--- src/rtl/mem_arbiter_pkg.sv ---
// Shared definitions for the memory arbiter: state encoding, the default
// limit on consecutive LSB grants, and LSB opcode class decoding.
package mem_arbiter_pkg;

  typedef enum logic [1:0] {
    ST_IDLE   = 2'd0,
    ST_GNT_IF = 2'd1,
    ST_GNT_LS = 2'd2,
    ST_DRAIN  = 2'd3
  } arb_state_e;

  localparam int MAX_LSB_RUN_DEF = 4;

  localparam logic [2:0] OP_CLASS_STORE = 3'b111;

  // Stores are identified by the top three opcode bits.
  function automatic logic op_is_store(input logic [5:0] op);
    return op[5:3] == OP_CLASS_STORE;
  endfunction

endpackage

--- src/rtl/mem_arbiter.sv ---
// Arbitrates the single memory engine between instruction-fetch misses and
// LSB accesses, bounding how long LSB traffic may starve a pending fetch.
//
// state   | meaning
// IDLE    | no grant; picks the next requester
// GNT_IF  | fetch granted, waiting for engine completion
// GNT_LS  | LSB access granted, waiting for engine completion
// DRAIN   | one dead cycle after a flush so the engine can settle
module mem_arbiter
  import mem_arbiter_pkg::*;
#(
  parameter int MAX_LSB_RUN = MAX_LSB_RUN_DEF
) (
  input  logic        clk,
  input  logic        rst,
  input  logic        rdy,
  input  logic        clear,
  input  logic        ic_req,
  input  logic [31:0] ic_addr,
  output logic        ic_done,
  input  logic        lsb_req,
  input  logic        lsb_is_store,
  output logic        lsb_done,
  output logic        me_ic_valid,
  output logic [31:0] me_ic_addr,
  input  logic        me_ic_done,
  output logic        me_lsb_valid,
  input  logic        me_lsb_done,
  output logic        busy
);

  localparam logic [2:0] RUN_MAX = 3'(MAX_LSB_RUN);

  arb_state_e  state_q, state_d;
  logic [2:0]  run_cnt_q, run_cnt_d;
  logic [31:0] addr_q, addr_d;
  logic        store_q, store_d;

  always_ff @(posedge clk) begin
    if (rst) begin
      state_q   <= ST_IDLE;
      run_cnt_q <= 3'd0;
      addr_q    <= 32'd0;
      store_q   <= 1'b0;
    end else begin
      state_q   <= state_d;
      run_cnt_q <= run_cnt_d;
      addr_q    <= addr_d;
      store_q   <= store_d;
    end
  end

  always_comb begin
    state_d   = state_q;
    run_cnt_d = run_cnt_q;
    addr_d    = addr_q;
    store_d   = store_q;
    ic_done   = 1'b0;
    lsb_done  = 1'b0;

    // Done pulses are gated by rst so a reset mid-grant never reports completion.
    if (!rst && rdy) begin
      unique case (state_q)
        ST_IDLE: begin
          if (!ic_req) run_cnt_d = 3'd0;
          if (!clear) begin
            if (lsb_req && !(ic_req && run_cnt_q == RUN_MAX)) begin
              state_d = ST_GNT_LS;
              store_d = lsb_is_store;
              if (ic_req && run_cnt_q != RUN_MAX) run_cnt_d = run_cnt_q + 3'd1;
            end else if (ic_req) begin
              state_d   = ST_GNT_IF;
              addr_d    = ic_addr;
              run_cnt_d = 3'd0;
            end
          end
        end
        ST_GNT_IF: begin
          if (clear) begin
            state_d = ST_DRAIN;
          end else if (!ic_req) begin
            state_d = ST_IDLE;
          end else if (me_ic_done) begin
            ic_done = 1'b1;
            state_d = ST_IDLE;
          end
        end
        ST_GNT_LS: begin
          // A store latched at grant is already committed and must complete.
          if (clear && !store_q) begin
            state_d = ST_DRAIN;
          end else if (!lsb_req) begin
            state_d = ST_IDLE;
          end else if (me_lsb_done) begin
            lsb_done = 1'b1;
            state_d  = ST_IDLE;
          end
        end
        ST_DRAIN: state_d = ST_IDLE;
        default:  state_d = ST_IDLE;
      endcase
    end
  end

  assign me_ic_valid  = (state_q == ST_GNT_IF);
  assign me_lsb_valid = (state_q == ST_GNT_LS);
  assign me_ic_addr   = addr_q;
  assign busy         = (state_q != ST_IDLE);

endmodule
--- config.mk ---
export PLATFORM = sky130hd
export DESIGN_NAME = mem_arbiter
export DESIGN_NICKNAME = d
export VERILOG_FILES = /design/src/rtl/mem_arbiter_pkg.sv /design/src/rtl/mem_arbiter.sv
export SDC_FILE = /design/constraint.sdc
export NUM_CORES = 1
export LEC_CHECK = 0
export ABC_CLOCK_PERIOD_IN_PS = 2200
export CAP_MARGIN = 20
export CORE_UTILIZATION = 40
export DETAILED_ROUTE_END_ITERATION = 8
export PLACE_DENSITY = 0.85
export SLEW_MARGIN = 20
export SYNTH_ARGS = -nofsm -noshare
export SYNTH_HDL_FRONTEND = slang
export SYNTH_SLANG_ARGS = --single-unit
--- constraint.sdc ---
create_clock -name clk -period 2.2 [get_ports clk]
set_input_delay 0.44 -clock clk [delete_from_list [all_inputs] [get_ports clk]]
set_output_delay 0.44 -clock clk [all_outputs]
set_load 0.03 [all_outputs]
## After elaboration in Yosys (flattened, before gate mapping)

Index checks and enable logic that the tools add are counted.

| operators by class | value |
|---|---|
| eq/ne operators | 9 |
| multiplexer cells | 25 |
| bitwise operators | 2 |
| add/subtract/negate cells | 1 |
| reductions and logical operators | 14 |

Operator list:

| operator | number |
|---|---|
| $mux 2 | 9 |
| $mux 3 | 5 |
| $mux 1 | 10 |
| $reduce_and 5->1 | 2 |
| $pmux 2 s4 | 1 |
| $ne 3x3->1 const B | 2 |
| $logic_and 1x1->1 | 5 |
| $eq 2x2->1 const B | 2 |
| $ne 4x2->1 const B | 1 |
| $ne 4x3->1 const B | 1 |
| $reduce_and 4->1 | 1 |
| $add 3x1->3 const B | 1 |
| $eq 3x3->1 const B | 1 |
| $logic_not 1->1 | 3 |
| $eq 2x1->1 const B | 1 |
| $logic_not 2->1 | 1 |
| $ne 2x2->1 const B | 1 |
| $not 1->1 | 2 |
| $reduce_and 2->1 | 1 |
| $reduce_bool 2->1 | 1 |

| word-level totals | value |
|---|---|
| word-level logic and storage cells | 55 |
| register bits | 38 |
| output and inout port bits | 37 |
| input bits | 41 |

## Depth between registers and ports, before layout

Gate-level depths: netlist of the first run.

| logic depth | value |
|---|---|
| depth after elaboration | 7 |
| gate-level depth with buffers | 7 |
| mapped depth without buffers | 6 |

## Worst setup path after synthesis of the first run

No wires, ideal clock.

| timing path | value |
|---|---|
| path type | reg-to-output |
| start point | reg state_q[1] |
| end point | out lsb_done |
| required time | 1760 ps |
| setup slack | 25 ps |
| arrival time | 1735 ps |
| buffers on the path | 0 |
| cell stages (with the launch flop) | 4 |
| cells stage by stage | dfxtp_1 nor2b_1 nand3_1 nor3_1 |

| between the ends | value |
|---|---|
| word-level cells in the longest chain between the ends | 3 |

RTL lines:

| element | RTL line | text |
|---|---|---|
| start, declared | mem_arbiter.sv:34 | `arb_state_e state_q, state_d;` |
| start signal, assigned | mem_arbiter.sv:46 | `state_q <= state_d;` |
| $eq 2x2->1 | n/a |  |
| net me_lsb_valid | mem_arbiter.sv:27 | `output logic me_lsb_valid,` |
| $mux 1 | mem_arbiter.sv:63 | `unique case (state_q)` |
| $mux 1 | mem_arbiter.sv:62 | `if (!rst && rdy) begin` |
| end, declared | mem_arbiter.sv:23 | `output logic lsb_done,` |

The timed path passes the listed nets, and every way through them passes these cells.

## Worst setup path in the final report of the first run

| timing path | value |
|---|---|
| start point | in rst |
| end point | out ic_done |

| between the ends | value |
|---|---|
| word-level cells in the longest chain between the ends | 3 |

RTL lines:

| element | RTL line | text |
|---|---|---|
| start, declared | mem_arbiter.sv:15 | `input logic rst,` |
| $logic_not 1->1 | mem_arbiter.sv:62 |  |
| $logic_and 1x1->1 | mem_arbiter.sv:62 |  |
| $mux 1 | mem_arbiter.sv:62 |  |
| end, declared | mem_arbiter.sv:20 | `output logic ic_done,` |

No other way between the ends.

==> out/results.tsv, run 1 <==
stage	metric	value	unit
timing	min_period_over_period	99.5	%
setup_path	critPathLaunchType	input pin	
finish	areaGrowthSynthToFinish	60.4	%
clock_network	postCtsSetupBuffers	0	
drt	drc	0	
clock_network	cts-buffers-inserted	5	
drt	vias_per_cell	4.84	
logic_synthesis	synthArstFlopShare	0	%
drt	drt-total-wl	3850	µm
timing	worst_pin_slew	0.456	ns
finish	drive_above_1_share	8.94	%
timing	slew_viol_final	0	
placement	place.detailed.hpwl	2650	µm
grt	grt_max_degree	39	
logic_synthesis	synth_top_area_share	47.7	%
timing	clock.fmax	457	MHz
grt	grt.overflow.total	0	
placement	placed_area	2440	µm²
logic_synthesis	ys_seq_area_share	47.7	%
clock_network	h-tree-depth	2	
logic_synthesis	synth.top_cells.by_count	38 x dfxtp_1, 37 x nor2_1, 33 x mux2i_1	
floorplan	ios	78	
drt	num_vias	1424	
setup_path	r2r_cells	7	
floorplan	initial_core_util	42.6	%
setup_path	crit_arrival	1.75	ns
placement	io_buffers	77	
pwr	leakage	0.944	nW
finish	fin_area	2560	µm²
logic_synthesis	syn-cell-area	1590	µm²
clock_network	clock_latency	0.28	ns
clock_network	cts_hold_buffers	0	
floorplan	rows	22	
pwr	power.switching	0.322	mW
logic_synthesis	synth_cell_types	33	
drt	routedWlPerCell	13.1	µm
pwr	switching_share	21.6	%
pwr	p_comb_share	13.2	%
setup_path	critPathCaptureType	primary output	
timing	setup_tns	0	ns
pwr	ir_drop	344	µV
logic_synthesis	yosysTopAreaCell	dfxtp_1	
timing	hold_violations	0	
grt	antenna_found_initial	0	
flow_run	drv_cap	0	
finish	nNetsFinal	289	
clock_network	cts-root-buf	clkbuf_8	
min_path	whs_path_depth	2	
logic_synthesis	synth_warnings	0	
finish	final_core_util	68.3	%
logic_synthesis	synth_edf_count	0	
grt	grt_usage	18.9	%
grt	grt_pass1_wl	6150	µm
floorplan	die_width	65.1	µm
setup_path	crit_fanout	4	
timing	fin_skew	0.00203	ns
pwr	internal-power	1.17	mW
timing	finalCriticalPeriod	2.19	ns
setup_path	critical_path_class	input pin to primary output	
min_path	hold_class	flop to flop	
grt	grt_pass1_vias	1367	
logic_synthesis	syn_avg_cell_area	9.96	µm²
floorplan	dieArea	4240	µm²
logic_synthesis	synth_cells	160	
timing	finalSetupViolations	0	
floorplan	die_h	65.1	µm
setup_path	cp.required	1.76	ns
placement	globalplace.congestion	0.828	
clock_network	cts_sinks	38	
timing	slew_headroom	69.2	%
clock_network	clkSlewWorstSetupHoldPaths	0.07	ns
drt	drt_iter0_markers	79	
clock_network	max-clock-path-buffers	2	
logic_synthesis	synth_nets	203	
logic_synthesis	synth-seq-cells	38	
clock_network	cts_tree	done	
drt	drtPass1Iterations	4	
pwr	p_clk_share	39.6	%
logic_synthesis	synth.area.top_cells	dfxtp_1 48%, mux2i_1 21%, nor2_1 8.7%	
finish	n_antenna_cell	0	
logic_synthesis	dominantRegCellSynth	dfxtp_1	
floorplan	core	3740	µm²
pwr	power.density	584	nW/µm²
status	status	complete, no violations	
pwr	seq_power_share	47.2	%
logic_synthesis	yosysMostFrequentCell	dfxtp_1	
drt	ant_nets	0	
setup_path	timing.reg2reg.setup_slack	0.33	ns
## registers in the layout, indices dropped and copies added, names as in the netlist
signal,cells
store_q,1
me_ic_addr,32
state_q,2
run_cnt_q,3
## layout by cell type (no fill, tap or decap), types with 2 or more instances in the layout
| cell | instances |
|---|---|
| ha_1 | 2 |
| a21oi_1 | 4 |
| nor2b_1 | 3 |
| nor2_1 | 37 |
| clkdlybuf4s50_1 | 72 |
| nor3_1 | 4 |
| buf_4 | 12 |
| clkbuf_8 | 6 |
| inv_1 | 3 |
| nand2b_1 | 5 |
| mux2i_1 | 33 |
| dlymetal6s2s_1 | 2 |
| nand2_1 | 3 |
| dfxtp_1 | 38 |
## layer usage
metal / up-vias / part of all wire [%] / global-route usage (%)
met5: - / 0 / 0
met4: 0 / 1.2 / 6.52
met3: 7 / 6.9 / 6.77
met2: 47 / 49 / 32.9
met1: 654 / 42 / 21.1
li1: 716 / - / -
## critical path, stage by stage
cell and delay [ns]:
clkdlybuf4s50_1 0.46, nand2b_1 0.24, buf_4 0.18, nor3_1 0.23, buf_4 0.21
## what timing repair did
item	4_1_cts	5_1_grt
hold endpoints to repair	0	0
setup endpoints to repair	1	2
resized for setup	1	2
cloned	0	0
## cell type report
| cell class | instances | area [µm²] |
|---|---|---|
| clock inverters | 1 | 30.0 |
| multi-input cells | 111 | 768 |
| clock buffers | 6 | 82.6 |
| fillers | 305 | 1190 |
| well taps | 48 | 60.1 |
| inverters | 3 | 11.3 |
| repair buffers | 87 | 845 |
| flip-flops and latches | 38 | 761 |
## power groups by stage
| stage | clock network (mW) | registers (mW) | logic (mW) |
|---|---|---|---|
| finish | 0.592 | 0.705 | 0.197 |
| global route | 0.649 | 0.706 | 0.211 |
| CTS | 0.607 | 0.705 | 0.199 |
| detailed placement | 0 | 0.721 | 0.198 |
| global placement | 0 | 0.721 | 0.196 |
| floorplan | 0 | 0.734 | 0.0692 |
## cell families (layout without fill, tap and decap cells)
family	after synthesis	in the layout	share of synthesized area [%]
AOI/OAI and AO/OA	14	14	7.30
adders and majority gates	2	2	1.57
buffers and inverters	11	97	4.08
DFF	38	38	47.7
muxes	33	33	20.7
and+or+nand+nor	62	62	18.6
## final timing paths
path                                   start                           to
hold / removal    me_ic_addr[6]$_SDFFE_PP0P_   me_ic_addr[6]$_SDFFE_PP0P_
hold reg to reg   me_ic_addr[6]$_SDFFE_PP0P_   me_ic_addr[6]$_SDFFE_PP0P_
setup / recovery                         rst                      ic_done
setup reg to reg   run_cnt_q[0]$_SDFFE_PP0P_  me_ic_addr[11]$_SDFFE_PP0P_
## per-stage QoR
step / power [mW] / worst slack, ns / hold WS [ns] / cells
after floorplan: 0.803 / 0.0250 / 0.478 / 160
after global placement: 0.916 / -0.0131 / 0.473 / 287
after detailed placement: 0.919 / -0.0953 / 0.482 / 287
after CTS: 1.51 / 0.0483 / 0.504 / 294
after global routing: 1.57 / -0.00892 / 0.526 / 294
final: 1.49 / 0.0120 / 0.497 / 294
Power figures use the tool's default switching activity.
==> run 2: changes to the inputs <==
--- a/config.mk
+++ b/config.mk
@@ -9,6 +9,7 @@
 export CAP_MARGIN = 20
 export CORE_UTILIZATION = 40
 export DETAILED_ROUTE_END_ITERATION = 8
+export GPL_TIMING_DRIVEN = 0
 export PLACE_DENSITY = 0.85
 export SLEW_MARGIN = 20
 export SYNTH_ARGS = -nofsm -noshare
==> run 2 against run 1 <==
Net effect: sequential share of layout area rose by 0.10 points; largest power group unchanged; combinational power barely moved; total power decreased by 7.3%; die area unchanged; clock-buffer cell count rose by 1; critical endpoint unchanged; wire length is 0.81% lower; non-clock buffer count did not move.
==> out/results.tsv, run 2 (synthesis gave the netlist of run 1 again) <==
stage	metric	value	unit	change
finish	largest_reg_flops	32		unchanged
floorplan	initial_core_util	42.6	%	unchanged
drt	ant_nets	0		unchanged
status	status	complete, no violations		
timing	finalCriticalPeriod	2.12	ns	-0.0643 ns
floorplan	ios	78		unchanged
finish	areaGrowthSynthToFinish	59.9	%	
flow_run	drv_cap	0		unchanged
setup_path	crit_arrival	1.68	ns	-0.07 ns
drt	vias_per_cell	4.87		+0.64%
setup_path	critical_path_class	input pin to primary output		
timing	min_period_over_period	96.5	%	-2.9 points
finish	fin_cells	295		+0.34%
grt	grt_pass1_vias	1405		+2.8%
grt	grt.overflow.total	0		unchanged
finish	nNetsFinal	289		unchanged
placement	placed_area	2420	µm²	-0.67%
timing	worst_pin_slew	0.455	ns	-0.000429 ns
floorplan	core	3740	µm²	unchanged
finish	final_common_cell	clkdlybuf4s50_1		
setup_path	cp.required	1.76	ns	about the same
clock_network	max-clock-path-buffers	2		unchanged
drt	drt-total-wl	3820	µm	-0.81%
clock_network	cts_tree	done		
clock_network	clock_latency	0.28	ns	about the same
finish	final_cell_mix	73 x clkdlybuf4s50_1, 38 x dfxtp_1, 37 x nor2_1, 33 x mux2i_1, 6 x clkbuf_8		
timing	fin_skew	0.00321	ns	+0.00118 ns
timing	finalSetupViolations	0		unchanged
pwr	power.density	544	nW/µm²	-7.0%
placement	io_buffers	77		unchanged
setup_path	r2r_cells	7		unchanged
floorplan	die_h	65.1	µm	unchanged
timing	clock.fmax	471	MHz	+3.0%
finish	drive_above_1_share	8.10	%	-0.85 points
finish	fillers	332		+8.9%
drt	routedWlPerCell	12.9	µm	-1.1%
finish	n_antenna_cell	0		unchanged
drt	drt_iter0_markers	91		+15%
pwr	leakage	0.922	nW	-2.3%
setup_path	setup.worst_path.start	ic_req		
min_path	whs_path_depth	2		unchanged
drt	drc	0		unchanged
timing	hold_violations	0		unchanged
floorplan	die_width	65.1	µm	unchanged
clock_network	clkSlewWorstSetupHoldPaths	0.07	ns	about the same
min_path	hold_class	flop to flop		
finish	fin_area	2550	µm²	-0.34%
grt	antenna_found_initial	0		unchanged
min_path	hold-path-endpoint	me_ic_addr[4]$_SDFFE_PP0P_		
setup_path	critPathLaunchType	input pin		
clock_network	cts_sinks	38		unchanged
pwr	ir_drop	395	µV	+15%
placement	dp_cells	285		-0.70%
timing	slew_headroom	69.4	%	+0.18 points
placement	place.detailed.hpwl	2750	µm	+3.5%
grt	grt_pass1_wl	6170	µm	+0.34%
setup_path	timing.reg2reg.setup_slack	0.31	ns	-0.02 ns
timing	setup_tns	0	ns	unchanged
min_path	hp-start	me_ic_addr[4]$_SDFFE_PP0P_		
grt	grt_usage	18.8	%	-0.081 points
floorplan	rows	22		unchanged
clock_network	cts-buffers-inserted	5		unchanged
setup_path	r2r_start	state_q[1]$_SDFFE_PP0P_		
setup_path	critPathCaptureType	primary output		
setup_path	crit_fanout	6		+2
drt	num_vias	1438		+0.98%
floorplan	dieArea	4240	µm²	unchanged
placement	globalplace.congestion	0.851		+2.7%
setup_path	rr_endpoint	me_ic_addr[27]$_SDFFE_PP0P_		
grt	grt_max_degree	12		-69%
drt	drtPass1Iterations	4		unchanged
clock_network	h-tree-depth	2		unchanged
timing	slew_viol_final	0		unchanged
clock_network	cts-root-buf	clkbuf_8		
[run 2: cell count changes in the layout (fill, tap and decap cells not counted), moves of 2 or more]
cell | before | now
clkdlybuf4s15_2 | 0 | 2
buf_6 | 0 | 3
nand2b_1 | 5 | 3
buf_4 | 12 | 2
clkbuf_1 | 0 | 5
[run 2: worst max-delay path by stage]
stage                                        to  slack, ns
floorplan                              lsb_done       0.02
global placement                        ic_done      -0.35
detailed placement                      ic_done      -0.38
CTS                  me_ic_addr[8]$_SDFFE_PP0P_     -0.009
global route        me_ic_addr[22]$_SDFFE_PP0P_      -0.06
finish                                  ic_done       0.08
[run 2: report_power, final]
group          switching, mW  internal (mW)
clock                  0.232          0.253
sequential           0.00748          0.698
combinational         0.0845          0.111
[run 2: layout make-up]
cell class	instances	area, µm²	share of cell area [%]
repair buffers	79	793	31.1
multi-input cells	111	778	30.5
flip-flops and latches	38	761	29.8
clock buffers	7	86.3	3.39
well taps	48	60.1	2.36
plain buffers	8	53.8	2.11
inverters	3	11.3	0.442
clock inverters	1	5.00	0.196
[run 2: timing repair]
item                                   CTS  global route
gates resized for setup                  9             4
setup endpoints to repair               12            34
pin swaps                                1             1
setup buffers                            0             2
endpoints found under the hold margin    0             0
hold buffers                             0             0
[run 2: per-stage QoR]
step | hold slack [ns] | util (%) | power, mW | setup slack (ns)
5_1_grt | 0.520 | 68.1 | 1.44 | -0.0557
6_report | 0.491 | 68.1 | 1.39 | 0.0762
4_1_cts | 0.499 | 67.3 | 1.40 | -0.00925
3_3_place_gp | 0.472 | 64.8 | 0.911 | -0.353
2_1_floorplan | 0.478 | - | 0.803 | 0.0250
3_5_place_dp | 0.483 | 64.8 | 0.914 | -0.380
[run 2: routing by layer]
metal | vias up | wire length, µm | global-route usage (%) | part of all wire (%)
li1 | 723 | - | - | -
met1 | 661 | 1670 | 22.7 | 44
met2 | 49 | 1830 | 31.0 | 48
met3 | 5 | 282 | 6.60 | 7.4
met4 | 0 | 32 | 6.25 | 0.84
met5 | - | 0 | 0 | 0
[run 2: worst max-delay path, cell delays in order]
cell and delay (ns):
clkdlybuf4s50_1 0.64, nand2b_4 0.12, nor3_1 0.17, clkdlybuf4s15_2 0.32
==> run 3: changes to the inputs <==
--- a/config.mk
+++ b/config.mk
@@ -6,7 +6,7 @@
 export NUM_CORES = 1
 export LEC_CHECK = 0
 export ABC_CLOCK_PERIOD_IN_PS = 2200
-export CAP_MARGIN = 20
+export CAP_MARGIN = 0
 export CORE_UTILIZATION = 40
 export DETAILED_ROUTE_END_ITERATION = 8
 export GPL_TIMING_DRIVEN = 0
==> results of run 3 <==
No change in the layout: final DEF, timing and power equal those of run 2.
